==> src/rtl/insn_frame_loader_pkg.sv <==
`default_nettype none
// ============================================================================
// Module      : insn_frame_loader_pkg
// Description : Shared ranges for the instruction frame loader. This package
//               holds the default frame geometry, the memory depth, the R0
//               width, the loader state encoding, and a width helper.
// Revision    : 1.0 - initial release
// ============================================================================
package insn_frame_loader_pkg;

  localparam int c_INSN_LOAD_TIME = 4;   // parts per instruction frame
  localparam int c_INSN_BUS_W     = 32;  // width of one frame part
  localparam int c_IMEM_DEPTH     = 16;  // frames in local instruction memory
  localparam int c_REG_W          = 8;   // width of R0

  typedef enum logic [1:0] {
    ST_IDLE = 2'd0,
    ST_LOAD = 2'd1,
    ST_EXEC = 2'd2
  } loader_state_t;

  // Index width that never collapses to zero bits, e.g. for a one-part frame.
  function automatic int safe_clog2(input int n);
    return (n > 1) ? $clog2(n) : 1;
  endfunction

endpackage
`default_nettype wire

==> src/rtl/insn_frame_mem.sv <==
`default_nettype none
// ============================================================================
// Module      : insn_frame_mem
// Description : Local instruction memory. It has one write port that stores a
//               full frame and one combinational read port. The contents are
//               not reset.
// Ports       : clk        - clock, rising edge
//               i_wr_en    - write the frame on i_wr_data to i_wr_addr
//               i_wr_addr  - frame slot to write
//               i_wr_data  - assembled frame
//               i_rd_addr  - frame slot to read
//               o_rd_data  - frame at i_rd_addr (combinational)
// Revision    : 1.0 - initial release
// ============================================================================
module insn_frame_mem #(
  parameter int DEPTH   = 16,
  parameter int FRAME_W = 128,
  parameter int ADDR_W  = 4
) (
  input  logic               clk,
  input  logic               i_wr_en,
  input  logic [ADDR_W-1:0]  i_wr_addr,
  input  logic [FRAME_W-1:0] i_wr_data,
  input  logic [ADDR_W-1:0]  i_rd_addr,
  output logic [FRAME_W-1:0] o_rd_data
);

  logic [FRAME_W-1:0] r_mem [DEPTH];

  always_ff @(posedge clk) begin
    if (i_wr_en) begin
      r_mem[i_wr_addr] <= i_wr_data;
    end
  end

  assign o_rd_data = r_mem[i_rd_addr];

endmodule
`default_nettype wire

==> src/rtl/insn_frame_loader.sv <==
`default_nettype none
// ============================================================================
// Module      : insn_frame_loader
// Description : Collects one instruction frame from the scheduler bus, one
//               part per cycle. It stores the completed frame in local
//               memory, then hands the frame to the execution core and waits
//               for core_done.
// Ports       : clk, reset        - clock; asynchronous active-high reset
//               start             - this core's Start bit (part is valid)
//               insn_load_counter - index of the part on insn_data
//               insn_data         - frame part
//               init_r0_en/init_r0- optional R0 preload with the frame
//               ready             - 1 while idle or loading
//               core_run          - one-cycle launch pulse to the core
//               core_done         - core finished the current frame
//               imem_rd_addr/data - combinational frame read port
//               run_addr          - memory slot of the frame being run
//               r0_value/r0_valid - preloaded R0 and its valid flag
//               proto_err         - sticky bus protocol violation
//               overflow          - sticky: a write used the last slot
// Revision    : 1.0 - initial release
// ============================================================================
module insn_frame_loader
  import insn_frame_loader_pkg::*;
#(
  parameter int INSN_LOAD_TIME = c_INSN_LOAD_TIME,
  parameter int INSN_BUS_W     = c_INSN_BUS_W,
  parameter int IMEM_DEPTH     = c_IMEM_DEPTH,
  parameter int REG_W          = c_REG_W,
  localparam int CNT_W   = safe_clog2(INSN_LOAD_TIME),
  localparam int ADDR_W  = safe_clog2(IMEM_DEPTH),
  localparam int FRAME_W = INSN_LOAD_TIME * INSN_BUS_W
) (
  input  logic               clk,
  input  logic               reset,
  input  logic               start,
  input  logic [CNT_W-1:0]   insn_load_counter,
  input  logic [INSN_BUS_W-1:0] insn_data,
  input  logic               init_r0_en,
  input  logic [REG_W-1:0]   init_r0,
  output logic               ready,
  output logic               core_run,
  input  logic               core_done,
  input  logic [ADDR_W-1:0]  imem_rd_addr,
  output logic [FRAME_W-1:0] imem_rd_data,
  output logic [ADDR_W-1:0]  run_addr,
  output logic [REG_W-1:0]   r0_value,
  output logic               r0_valid,
  output logic               proto_err,
  output logic               overflow
);

  loader_state_t           r_state, w_next_state;
  logic [INSN_BUS_W-1:0]   r_slot [INSN_LOAD_TIME];
  logic [CNT_W-1:0]        r_exp;
  logic [ADDR_W-1:0]       r_wr_ptr, r_run_addr;
  logic [REG_W-1:0]        r_r0_value;
  logic                    r_r0_valid, r_proto_err, r_overflow, r_core_run;

  logic                    w_capture, w_complete, w_err, w_is_last;
  logic [FRAME_W-1:0]      w_frame;

  assign w_is_last = (insn_load_counter == CNT_W'(INSN_LOAD_TIME - 1));

  // Next state and per-cycle events. A capture of the last part completes
  // the frame. For a one-part frame, this can happen straight from IDLE.
  always_comb begin
    w_next_state = r_state;
    w_capture    = 1'b0;
    w_complete   = 1'b0;
    w_err        = 1'b0;
    case (r_state)
      ST_IDLE: begin
        if (start) begin
          if (insn_load_counter == '0) begin
            w_capture    = 1'b1;
            w_complete   = w_is_last;
            w_next_state = w_is_last ? ST_EXEC : ST_LOAD;
          end else begin
            w_err = 1'b1;
          end
        end
      end
      ST_LOAD: begin
        if (start && (insn_load_counter == r_exp)) begin
          w_capture    = 1'b1;
          w_complete   = w_is_last;
          w_next_state = w_is_last ? ST_EXEC : ST_LOAD;
        end else begin
          // The bus broke the sequence. The partial frame is dropped.
          w_err        = 1'b1;
          w_next_state = ST_IDLE;
        end
      end
      ST_EXEC: begin
        // The scheduler must not start a new frame while the core runs.
        w_err = start;
        if (core_done) begin
          w_next_state = ST_IDLE;
        end
      end
      default: w_next_state = ST_IDLE;
    endcase
  end

  always_ff @(posedge clk or posedge reset) begin
    if (reset) begin
      r_state <= ST_IDLE;
    end else begin
      r_state <= w_next_state;
    end
  end

  // The memory is written on the same edge as the last part. The frame is
  // therefore assembled from the stored slots plus the live bus part.
  for (genvar gi = 0; gi < INSN_LOAD_TIME; gi++) begin : g_frame
    if (gi == INSN_LOAD_TIME - 1) begin : g_last
      assign w_frame[gi*INSN_BUS_W +: INSN_BUS_W] = insn_data;
    end else begin : g_slot
      assign w_frame[gi*INSN_BUS_W +: INSN_BUS_W] = r_slot[gi];
    end
  end

  always_ff @(posedge clk or posedge reset) begin
    if (reset) begin
      for (int i = 0; i < INSN_LOAD_TIME; i++) begin
        r_slot[i] <= '0;
      end
      r_exp       <= '0;
      r_wr_ptr    <= '0;
      r_run_addr  <= '0;
      r_r0_value  <= '0;
      r_r0_valid  <= 1'b0;
      r_proto_err <= 1'b0;
      r_overflow  <= 1'b0;
      r_core_run  <= 1'b0;
    end else begin
      r_core_run <= w_complete;
      if (w_capture) begin
        r_slot[insn_load_counter] <= insn_data;
        r_exp                     <= insn_load_counter + CNT_W'(1);
      end
      if (w_complete) begin
        r_run_addr <= r_wr_ptr;
        if (r_wr_ptr == ADDR_W'(IMEM_DEPTH - 1)) begin
          r_wr_ptr   <= '0;
          r_overflow <= 1'b1;
        end else begin
          r_wr_ptr <= r_wr_ptr + ADDR_W'(1);
        end
        // R0 validity follows each launched frame. A frame without a
        // preload clears the flag at the moment its core_run is issued.
        r_r0_valid <= init_r0_en;
        if (init_r0_en) begin
          r_r0_value <= init_r0;
        end
      end
      if (w_err) begin
        r_proto_err <= 1'b1;
      end
    end
  end

  insn_frame_mem #(
    .DEPTH   (IMEM_DEPTH),
    .FRAME_W (FRAME_W),
    .ADDR_W  (ADDR_W)
  ) u_mem (
    .clk       (clk),
    .i_wr_en   (w_complete),
    .i_wr_addr (r_wr_ptr),
    .i_wr_data (w_frame),
    .i_rd_addr (imem_rd_addr),
    .o_rd_data (imem_rd_data)
  );

  assign ready     = (r_state != ST_EXEC);
  assign core_run  = r_core_run;
  assign run_addr  = r_run_addr;
  assign r0_value  = r_r0_value;
  assign r0_valid  = r_r0_valid;
  assign proto_err = r_proto_err;
  assign overflow  = r_overflow;

endmodule
`default_nettype wire

==> config.mk <==
export PLATFORM = sky130hd
export DESIGN_NAME = insn_frame_loader
export DESIGN_NICKNAME = d
export VERILOG_FILES = /design/src/rtl/insn_frame_loader_pkg.sv /design/src/rtl/insn_frame_mem.sv /design/src/rtl/insn_frame_loader.sv
export SDC_FILE = /design/constraint.sdc
export NUM_CORES = 2
export LEC_CHECK = 0
export CORE_ASPECT_RATIO = 1.1
export CORE_MARGIN = 3
export CORE_UTILIZATION = 50
export DETAILED_ROUTE_END_ITERATION = 7
export PLACE_DENSITY_LB_ADDON = 0.08
export SYNTH_ARGS = -nofsm -noshare
export SYNTH_HDL_FRONTEND = slang
export SYNTH_SLANG_ARGS = --single-unit
==> constraint.sdc <==
create_clock -name clk -period 10.2 [get_ports clk]
set_input_delay 1.53 -clock clk [delete_from_list [all_inputs] [get_ports clk]]
set_output_delay 1.53 -clock clk [all_outputs]
set_load 0.01 [all_outputs]
==> results.cfg <==
[run_status]
outcome = complete, no violations

[clocking]
hold_buffer_count_at_cts = 0
post_cts.repair.setup_buffers = 0
tritoncts_num_sinks = 2168
insertion_delay_ps = 830
post_cts_resize_count = 0
cts.htree.levels = 4
cts_max_path_buffers = 3
cts.clk_slew.worst_paths_ps = 50
clock_tree.root_cell = clkbuf_16
cts_made_buffers = 213
cts_tree = yes

[grt]
first_global_vias = 39309
globalRouteTotalUtil_pct = 24.0
global_route_wire_length_before_repair_um = 285000
globalRouteOverflowTotal = 0
grt_max_degree = 137
antenna_violations_before_repair = 11

[logic_synthesis]
async_reset_ff_share_pct = 5.54
ys_dominant_reg_cell = edfxtp_1
synth-edff-count = 2048
synth_top_family_by_area = multiplexers
postSynthRegisterBits = 2168
synth.area.mux_share_pct = 16.2
yosysWarningCount = 0
syn-mean-instance-area_um2 = 23.5
syn_area_um2 = 81700
netlist_instances = 3476
synth-simple-area-share_pct = 1.01
synthDistinctLibCells = 42
post-synth-top-count-cell = edfxtp_1
post_synth_most_frequent_cells = edfxtp_1 (2048), mux4_2 (512), a22oi_1 (198), dfrtp_1 (120), nand2_1 (105)
synth_largest_area_cell = edfxtp_1
yosys.area_share.adder_pct = 0.122
synth.net_count = 3535
synth.top_cell.area_share_pct = 75.3
seq_area_frac_synth_pct = 78.9
post_synth_xor_area_fraction_pct = 0.0322
synth_compound_area_share_pct = 2.44
netlist_top_cells_area = edfxtp_1 (75%), mux4_2 (14%), dfrtp_1 (3.7%)

[placed_design]
place.detailed.instances = 5661
port-buffer-count = 195
pre_cts_slack_ps = 3420
post_dp_cell_area_um2 = 86200
routabilityCongestion = 0.721
detailed_place_hpwl_um = 98600

[routing]
ant_nets = 0
wl_per_cell_um = 32.9
drt_wl_total_um = 200000
drt_pass1_iterations = 5
drt_iter0_markers = 3738
post-route-drc-count = 0
routed_via_density = 6.19
num_vias = 37551

[cells_and_area]
fin_area_um2 = 93400
final_cell_count_no_fill = 6070
final_layout_size_suffix_gt1_share_pct = 26.3
finish.net_count = 3829
syn_to_final_growth_pct = 14.3
postLayoutCoreUtil_pct = 57.9

[critical_path]
critical_path.slowest_cell = buf_4
worstSetupStartpointType = input port
cp_max_fo = 58
worst-r2r-cell-count = 6
arrival_ps = 5130
worst-setup-path-type = in -> out
cpPeakStageDelay_ps = 770
path_common_cell = buf_4
setup.reg_to_reg.worst_slack_ps = 5650
critical_path.endpoint_type = primary output
crit_required_ps = 8670
worst_path_cell_trace = buf_6 -> buf_4 -> buf_4 -> mux4_2 -> nor2b_1 -> a211oi_1 -> a21oi_1 -> clkdlybuf4s50_1

[pwr]
leakage_power_of_the_design_nw = 29.9
power_density_nw_per_um2 = 212
ir_drop_mv = 0.151
report.power.total_mw = 19.8

[floorplan]
floorplan.rows = 154
die_width_um = 391
dieHeight_um = 430
top_level_ports = 196
initial_utilization_pct = 50.7
dieArea_um2 = 168000
placeableCoreArea_um2 = 161000

[timing]
max_freq_mhz = 150
fin_hold_ws_ps = 483
final_max_slew_viol_count = 0
grt_setup_unrepaired = no
finalWorstSetupSlack_ps = 3540
relSlewSlack_pct = 17.9
layout_worst_path_cycle_share_pct = 65.3
hold_viol = 0
worstMarginPinSlew_ps = 1230
final.setup.tns_ps = 0
timing.final.setup_violations = 0
finalCriticalPeriod_ps = 6660
finClkSkew_ps = 22.3

[worst_hold_path]
holdCritPathClass = reg -> reg
holdPathStages = 1

[flow_run]
drv_cap = 0
==> layer usage <==
metal	vias up	global-route usage (%)	share of wire, %
li1	15395	-	-
met1	20509	33.8	41
met2	1380	38.9	50
met3	263	4.52	6.9
met4	4	6.36	2.3
met5	-	0	0.014
==> registers in the layout, summed over array words and instances (netlist names) <==
name	cells
proto_err	1
r_wr_ptr	4
core_run	1
u_mem.r_mem	2048
overflow	1
r_state	2
r0_value	8
r_slot	96
r0_valid	1
run_addr	4
r_exp	2
==> final timing paths <==
path                                      end            start
setup / recovery            imem_rd_data[116]  imem_rd_addr[2]
hold / removal                       r0_valid         r0_valid
setup reg to reg           u_mem.r_mem[4][20]       r_state[1]
hold reg to reg                      r0_valid         r0_valid
max in group asynchronous          r_slot[87]            reset
min in group asynchronous          r_state[0]            reset
==> cells in the final DEF, fill, tap and decap left out, types with 29 or more instances in the layout <==
cell	synthesis	routed
a211oi_1	30	30
a21oi_1	32	32
a22oi_1	198	198
buf_4	27	56
clkbuf_1	52	57
clkbuf_16	0	220
clkbuf_8	0	33
clkdlybuf4s50_1	0	191
clkinv_2	0	40
dfrtp_1	120	120
edfxtp_1	2048	2048
mux2_2	41	41
mux2_4	60	60
mux2i_1	29	29
mux4_2	512	512
nand2_1	105	105
nor2b_1	36	34
==> worst max-delay path: cells and delay by family <==
kind	cells	cell delay [ps]
and+or+nand+nor	1	130
AOI/OAI and AO/OA	2	490
buffers and inverters	4	2550
muxes	1	340
==> cell type report <==
cell class / instances / area [µm²]
Fill cell: 11463 / 67900
Sequential cell: 2168 / 64500
Multi-Input combinational cell: 1112 / 16300
Clock buffer: 310 / 6170
Timing Repair Buffer: 267 / 2710
Tap cell: 2106 / 2640
Clock inverter: 97 / 998
Inverter: 8 / 35.0
Antenna cell: 2 / 5.00
==> kinds of logic after synthesis <==
family                   Yosys count
multiplexers                     647
XOR/XNOR                           3
adder cells (fa/ha/maj)            8
AND/OR/NAND/NOR                  178
flip-flops                      2168
AO/OA/AOI/OAI                    276
buffers and inverters            196
==> report_power, final <==
part / internal (mW) / total [mW] / leakage (nW) / switching (mW)
registers: 10.4 / 10.9 / 20.0 / 0.489
logic: 0.513 / 1.06 / 6.43 / 0.543
clock network: 4.65 / 7.91 / 3.52 / 3.26
total: 15.5 / 19.8 / 29.9 / 4.29
(Power assumes the default switching activity.)
